--- config.mk ---
export PLATFORM = sky130hd
export DESIGN_NAME = lsu_subword
export DESIGN_NICKNAME = d
export VERILOG_FILES = /design/src/rtl/lsu_pkg.sv /design/src/rtl/lsu_data_align.sv /design/src/rtl/lsu_subword.sv
export SDC_FILE = /design/constraint.sdc
export NUM_CORES = 1
export LEC_CHECK = 0
export CAP_MARGIN = 20
export CORE_MARGIN = 2
export CORE_UTILIZATION = 46
export DETAILED_ROUTE_END_ITERATION = 10
export HOLD_SLACK_MARGIN = 0.12
export PLACE_DENSITY = 0.95
export SETUP_SLACK_MARGIN = 0.4
export SYNTH_ARGS = -nofsm -noshare
export SYNTH_HDL_FRONTEND = slang
export SYNTH_SLANG_ARGS = --single-unit
--- constraint.sdc ---
create_clock -name clk -period 4.52 [get_ports clk]
set_input_delay 1.13 -clock clk [delete_from_list [all_inputs] [get_ports clk]]
set_output_delay 1.13 -clock clk [all_outputs]
set_load 0.005 [all_outputs]
--- src/rtl/lsu_pkg.sv ---
// lsu_pkg: shared definitions for the sub-word load/store unit.
//   - RV32I funct3 width/sign codes used by loads and stores
//   - FSM state type for the read-modify-write sequencer
package lsu_pkg;

  localparam logic [2:0] F3_B  = 3'b000;
  localparam logic [2:0] F3_H  = 3'b001;
  localparam logic [2:0] F3_W  = 3'b010;
  localparam logic [2:0] F3_BU = 3'b100;
  localparam logic [2:0] F3_HU = 3'b101;

  typedef enum logic {
    IDLE,
    RMW_WR
  } lsu_state_t;

endpackage

--- src/rtl/lsu_data_align.sv ---
// lsu_data_align: purely combinational lane logic for the LSU.
//   mem_rd    in   32  word read from dmem
//   lane      in   2   byte address low bits (byte lane / half lane in bit 1)
//   funct3    in   3   RV32I width/sign code
//   wdata_lo  in   16  low store data bits (only these feed a sub-word merge)
//   load_data out  32  extracted and sign/zero-extended load value
//   merged    out  32  mem_rd with the addressed byte/half replaced
module lsu_data_align
  import lsu_pkg::*;
(
  input  logic [31:0] mem_rd,
  input  logic [1:0]  lane,
  input  logic [2:0]  funct3,
  input  logic [15:0] wdata_lo,
  output logic [31:0] load_data,
  output logic [31:0] merged
);

  logic [7:0]  byte_val;
  logic [15:0] half_val;

  // Lane extraction followed by width/sign selection.
  always_comb begin
    byte_val  = mem_rd[{lane, 3'b000} +: 8];
    half_val  = lane[1] ? mem_rd[31:16] : mem_rd[15:0];
    load_data = '0;
    case (funct3)
      F3_B:    load_data = {{24{byte_val[7]}}, byte_val};
      F3_BU:   load_data = {24'h0, byte_val};
      F3_H:    load_data = {{16{half_val[15]}}, half_val};
      F3_HU:   load_data = {16'h0, half_val};
      F3_W:    load_data = mem_rd;
      default: load_data = '0;
    endcase
  end

  // Store merge: funct3[0] selects half vs byte. funct3[2] is not
  // meaningful for stores, so 100/101 behave like SB/SH here.
  always_comb begin
    merged = mem_rd;
    if (funct3[0]) begin
      merged[{lane[1], 4'b0000} +: 16] = wdata_lo;
    end else begin
      merged[{lane, 3'b000} +: 8] = wdata_lo[7:0];
    end
  end

endmodule

--- src/rtl/lsu_subword.sv ---
// lsu_subword: load/store unit between the core and a word-wide dmem
// that has a single whole-word write enable.
//   Loads are extracted/extended combinationally from mem_rd.
//   SW writes straight through; SB/SH run a 2-cycle read-modify-write,
//   stalling the core during the read cycle.
// Ports:
//   clk, rst            clock, synchronous active-high reset
//   req_valid, req_we   request strobe, 1 = store
//   funct3              width/sign code (000 B, 001 H, 010 W, 100 BU, 101 HU)
//   addr, wdata         byte address and store data
//   rdata               extended load result (combinational)
//   stall               core must hold this cycle
//   misaligned          access suppressed for illegal alignment
//   mem_we/mem_a/mem_wd to dmem; mem_rd from dmem (combinational)
// Build option: define LSU_MISALIGN_CHECK_EN to flag and suppress
// misaligned H/HU/SH and LW/SW; otherwise offending low bits are ignored.
module lsu_subword
  import lsu_pkg::*;
#(
  parameter int ADDR_W = 32,
  parameter int DATA_W = 32
) (
  input  logic              clk,
  input  logic              rst,
  input  logic              req_valid,
  input  logic              req_we,
  input  logic [2:0]        funct3,
  input  logic [ADDR_W-1:0] addr,
  input  logic [DATA_W-1:0] wdata,
  output logic [DATA_W-1:0] rdata,
  output logic              stall,
  output logic              misaligned,
  output logic              mem_we,
  output logic [ADDR_W-1:0] mem_a,
  output logic [DATA_W-1:0] mem_wd,
  input  logic [DATA_W-1:0] mem_rd
);

  if (DATA_W != 32) begin : g_data_w_check
    $error("lsu_subword: DATA_W must be 32");
  end

  lsu_state_t        state, state_nx;
  logic [ADDR_W-1:0] addr_q;
  logic [DATA_W-1:0] data_q;
  logic [ADDR_W-1:0] word_addr;
  logic [DATA_W-1:0] load_data;
  logic [DATA_W-1:0] merged;
  logic              f3_legal;
  logic              is_word;
  logic              misalign_raw;
  logic              we_raw;

  assign word_addr = {addr[ADDR_W-1:2], 2'b00};
  assign f3_legal  = (funct3 == F3_B)  || (funct3 == F3_H) || (funct3 == F3_W) ||
                     (funct3 == F3_BU) || (funct3 == F3_HU);
  assign is_word   = (funct3[1:0] == 2'b10);

`ifdef LSU_MISALIGN_CHECK_EN
  assign misalign_raw = ((funct3[1:0] == 2'b01) && addr[0]) ||
                        (is_word && (addr[1:0] != 2'b00));
`else
  assign misalign_raw = 1'b0;
`endif

  lsu_data_align u_align (
    .mem_rd    (mem_rd),
    .lane      (addr[1:0]),
    .funct3    (funct3),
    .wdata_lo  (wdata[15:0]),
    .load_data (load_data),
    .merged    (merged)
  );

  // State and RMW capture registers. The merged word is captured on the
  // read cycle so the write cycle does not depend on core inputs.
  always_ff @(posedge clk) begin
    if (rst) begin
      state  <= IDLE;
      addr_q <= '0;
      data_q <= '0;
    end else begin
      state <= state_nx;
      if ((state == IDLE) && (state_nx == RMW_WR)) begin
        addr_q <= word_addr;
        data_q <= merged;
      end
    end
  end

  // Next state and outputs. Everything is forced quiet while rst is high,
  // which also drops a pending RMW write.
  always_comb begin
    state_nx   = state;
    stall      = 1'b0;
    we_raw     = 1'b0;
    rdata      = '0;
    misaligned = 1'b0;
    mem_a      = word_addr;
    mem_wd     = wdata;
    if (!rst) begin
      case (state)
        IDLE: begin
          if (req_valid && f3_legal) begin
            if (misalign_raw) begin
              misaligned = 1'b1;
            end else if (!req_we) begin
              rdata = load_data;
            end else if (is_word) begin
              we_raw = 1'b1;
            end else begin
              stall    = 1'b1;
              state_nx = RMW_WR;
            end
          end
        end
        RMW_WR: begin
          mem_a    = addr_q;
          mem_wd   = data_q;
          we_raw   = 1'b1;
          state_nx = IDLE;
        end
        default: state_nx = IDLE;
      endcase
    end
  end

  assign mem_we = we_raw && !rst;

endmodule

# Word-level counts from Yosys, hierarchy flattened
# Cells that the tools add are included.
# classes
n_addsub	2
eq_ne	5
shifts	5
n_mux	25
n_bitwise	1
reduce_logical	9
# op_table
op	count
$mux 32	9
$pmux 32 s5	1
$bwmux 32	2
$shift 16x7->32 const A	1
$shift 8x7->32 const A	1
$shiftx 16x7->32	1
$shiftx 32x6->8	1
$shiftx 8x7->32	1
$mux 16	1
$neg 5->7	2
$mux 1	10
$eq 3x3->1 const B	2
$logic_or 1x1->1	4
$pmux 1 s2	2
$eq 3x1->1 const B	1
$eq 3x2->1 const B	1
$logic_and 1x1->1	3
$logic_not 3->1	1
$eq 2x2->1 const B	1
$logic_not 1->1	1
$not 1->1	1
# word_totals
reg_bits	63
elab_cells	50

# Logic depth before layout (Yosys ltp)
# depth
ltp_word	10
depth_mapped	8

# By module
# A second synthesis with hierarchy kept.
# hier_totals
hier_cells	674
hier_area_um2	5408.9
# modules_own_cells
module	n_inst	cells_each	area_each_um2	seq_area_each_um2
lsu_subword	1	402	3390.8	1261.2
lsu_data_align	1	272	2018.2	0.0

# Least setup slack after synthesis
# OpenSTA, ideal clock, no wires.
# synth_timing
path_type	input to output
startpoint	input port addr[1]
endpoint	output port rdata[0]
t_arrival_ns	2.230
path_slack_ns	1.160
path_stages	5
cell_sequence	buf_2 > buf_2 > mux2_2 > a222oi_1 > nor2_1
# synth_via
elab_chain_len	6
# synth_rtl
element	line	rtl
from (decl)	lsu_subword.sv:28	input logic [ADDR_W-1:0] addr,
$shiftx 32x6->8 / $mux 16 (equally long branches)	lsu_data_align.sv:24, lsu_data_align.sv:25	
$pmux 32 s5 (*)	lsu_data_align.sv:27	case (funct3)
$mux 32 (*)	lsu_subword.sv:107	end else if (!req_we) begin
$mux 32 (*)	lsu_subword.sv:104	if (req_valid && f3_legal) begin
$mux 32 (*)	lsu_subword.sv:102	case (state)
$mux 32 (*)	lsu_subword.sv:101	if (!rst) begin
to (decl)	lsu_subword.sv:30	output logic [DATA_W-1:0] rdata,
# Mark *: on every way between the ends. The rest lies on a longest branch, timed or not.

# Worst setup path in the final report
# layout_timing
startpoint	input port req_we
endpoint	output port rdata[7]
# layout_via
elab_chain_len	4
# layout_rtl
element	line	rtl
from (decl)	lsu_subword.sv:26	input logic req_we,
$mux 32	lsu_subword.sv:107	
$mux 32	lsu_subword.sv:104	
$mux 32	lsu_subword.sv:102	
$mux 32	lsu_subword.sv:101	
# No other way between the ends.

==> impl_results.md <==
- Reg clk slew, reported paths: 0.07 ns
- Crit share post-route: 89.90%
- Die Width: 104.0 microns
- Total number of clock tree sinks: 63
- Relative slew margins: a little over half
- Post-synthesis xor/xnor area fraction: 0%
- Number of synthesized flops with an enable pin: 0
- Final core occ: 72.80%
- First-pass DRT Iterations: 6
- Critical Path Source: req_we
- Initial antenna violation count: 0
- Wire per inst: 19.49 microns
- Port buffer count: 198
- Detailed Place HPWL: 12.39 mm
- RR Startpoint: state
- Synth Area in Adders: 1.360%
- Filler cell count: 725
- FF+latch area: 1261 sq um
- Max-Cap Viols: 0
- Top cell type's share of synthesized area: roughly 27%
- First-pass GRT wire length: 27.59 mm
- Synth Area in Compound Gates: ~28%
- Simple-gate area share of the yosys netlist: 13.71%
- CTS tree: built
- Commonest cells after routing, fill and taps aside: clkdlybuf4s50_1, nand2_1, mux2_2, dfxtp_1, a21oi_1
- Final Wtd Congestion: 0.9220
- Via count: 5374
- NumNets Final: around 860
- # diodes: 0
- Synth area leaders: dfxtp_1, mux2_2, nand2_1, a221oi_1, a21oi_1
- Register area share after synthesis: 27.41%
- Area leader, netlist: dfxtp_1
- Core Rows: 36
- P&R area growth vs syn: 53.96%
- Die height: 104.0 microns
- Leakage: 2.583 nW
- DRC: 0
- Largest net degree at the start of global routing: between 60 and 70
- Worst Setup Start Kind: primary input
- Largest family of logic cells by synthesized area: compound AO/OA/AOI/OAI gates
- Max-slew violations: 0
- Slew @ Worst Pin: between 0.6 and 0.7 ns
- Critical Path End Type: output pin
- CTS HTree Levels: 3
- Clk root buf: clkbuf_8
- Synth Cell Area: 4601 sq um
- WL final: 17.38 mm
- Highest Clock Rate: roughly 0.25 GHz
- WS Path Type: in2out
- Distinct cells, synth: 44
- DRT antenna net count: 0
- Worst R2R Path Depth: 5
- Hold Startpoint: data_q[20]
- Number of global-route vias before repair: 5421
- Core area: slightly below 10000 sq um
- VDD IR max: around 0.14 mV
- Fin. Hold Viols: 0
- Grt total ovfl: 0
- Async set or reset register ratio after synthesis: 0%
- Ys flop type: dfxtp_1
- Post-synthesis mux area share: 21.81%
- Hold path depth: 2
- Clk buf depth: 2
- Max Fanout on Critical Path: 10
- Setup violations, final: 0
- TritonCTS buffer count: 9
- 1st-iter DRT viols: 509
- #FFs+latches synth: 63
- Average cell area after synthesis: 8.186 sq um
- Die area: 10820 sq um
- Status: completed
- Worst Path Required: 3.39 ns
- Most common cell after layout, fill and taps aside: clkdlybuf4s50_1
- RSZ-0062 raised after global routing: yes
- Syn Inst Count: 562
- Setup Skew: about 0.0084 ns
- Synthesis Warnings: 0
- Fin Setup TNS: 0 ns
- Initial core utilization: 47.29%
- PwrDens: ~220 nW/um^2
- Final min period: 4.064 ns
- Multi-input gate area: approximately 3000 sq um
- Crit path arrival time: 2.93 ns
- Hold crit path type: reg2reg
- Layout cells sized above 1: 20.03%
- Insertion delay to the later sink of the worst-skew pair: 0.33 ns
- Via-per-instance ratio: around 6
- I/O pin count: between 200 and 250
- Reg2reg end: data_q[13]
- Hold worst-path end: data_q[20]
- Total GRT Usage: 31.14%
- FF-to-FF setup slack: about 2.6 ns
[worst max-delay path by stage]
| stage | to | slack, ns | depth (start not counted) |
|---|---|---|---|
| 6_report | rdata[7] | 0.46 | 6 |
| 3_5_place_dp | rdata[20] | 0.15 | 6 |
| 3_3_place_gp | rdata[0] | 0.17 | 6 |
| 5_1_grt | rdata[4] | 0.40 | 6 |
| 4_1_cts | rdata[24] | 0.40 | 8 |
| 2_1_floorplan | rdata[0] | 1.16 | 5 |
[routing by layer]
layer	global-route usage, %	wire [microns]
met1	36.93	6497
met2	52.87	8447
met3	7.581	1822
met4	14.67	616
met5	0	0
[synthesized netlist by cell type, types with 15 or more instances]
cell and count:
buf_2 26, inv_1 18, nor2_1 15, a221oi_1 28
a21oi_1 48, dfxtp_1 63, clkbuf_1 15, nand2_1 106
o21ai_0 33, mux2i_1 17, mux2_2 74, a211o_1 15
[area by class of cell]
| type | count | share of cell area [%] |
|---|---|---|
| multi-input cells | 428 | 43.03 |
| repair buffers | 232 | 32.45 |
| flip-flops and latches | 63 | 17.81 |
| well taps | 133 | 2.349 |
| clock buffers | 10 | 1.943 |
| clock inverters | 6 | 1.290 |
| inverters | 20 | 1.131 |
[cells by family after synthesis]
kind of cell | Yosys count
compound gates | 185
simple gates | 144
mux | 91
buf+inv | 73
flops | 63
fa+ha+maj | 5
other cells | 1
[through the flow]
step | total power [mW] | std cells | worst slack, ns | instance area (sq um) | hold slack [ns]
finish | 1.589 | 892 | 0.4564 | 7083 | 0.4519
global route | 1.653 | 892 | 0.4010 | 7083 | 0.4783
CTS | 1.584 | 892 | 0.4010 | 7028 | 0.4568
detailed placement | 1.009 | 870 | 0.1528 | 6676 | 0.4396
global placement | 0.9970 | 870 | 0.1696 | 6676 | 0.4334
floorplan | 0.7767 | 564 | 1.160 | 4608 | 0.4259
[what timing repair did]
action / in CTS / in global routing
buffers inserted: 5 / 0
pin swaps: 5 / 1
gates resized for setup: 16 / 14
hold buffers: 0 / 0
endpoints found under the setup margin: 33 / 30
cloned: 1 / 0
[registers in the layout, summed over array words and instances, names as in the netlist]
register and flops:
data_q 32, addr_q 30, state 1
[power breakdown]
part           total [mW]  internal [mW]  leakage (nW)  switching [mW]
sequential          0.581          0.573         0.511         0.00847
combinational       0.442          0.245          1.97           0.197
clock               0.566          0.327         0.105           0.239
[critical path, cell delays in order]
cell and delay, ns:
clkdlybuf4s50_1 0.49, nor4b_4 0.29, nand2_1 0.12, buf_4 0.20, a21oi_1 0.16, clkdlybuf4s50_1 0.54
Note: power is estimated with default switching activity, not from simulation.
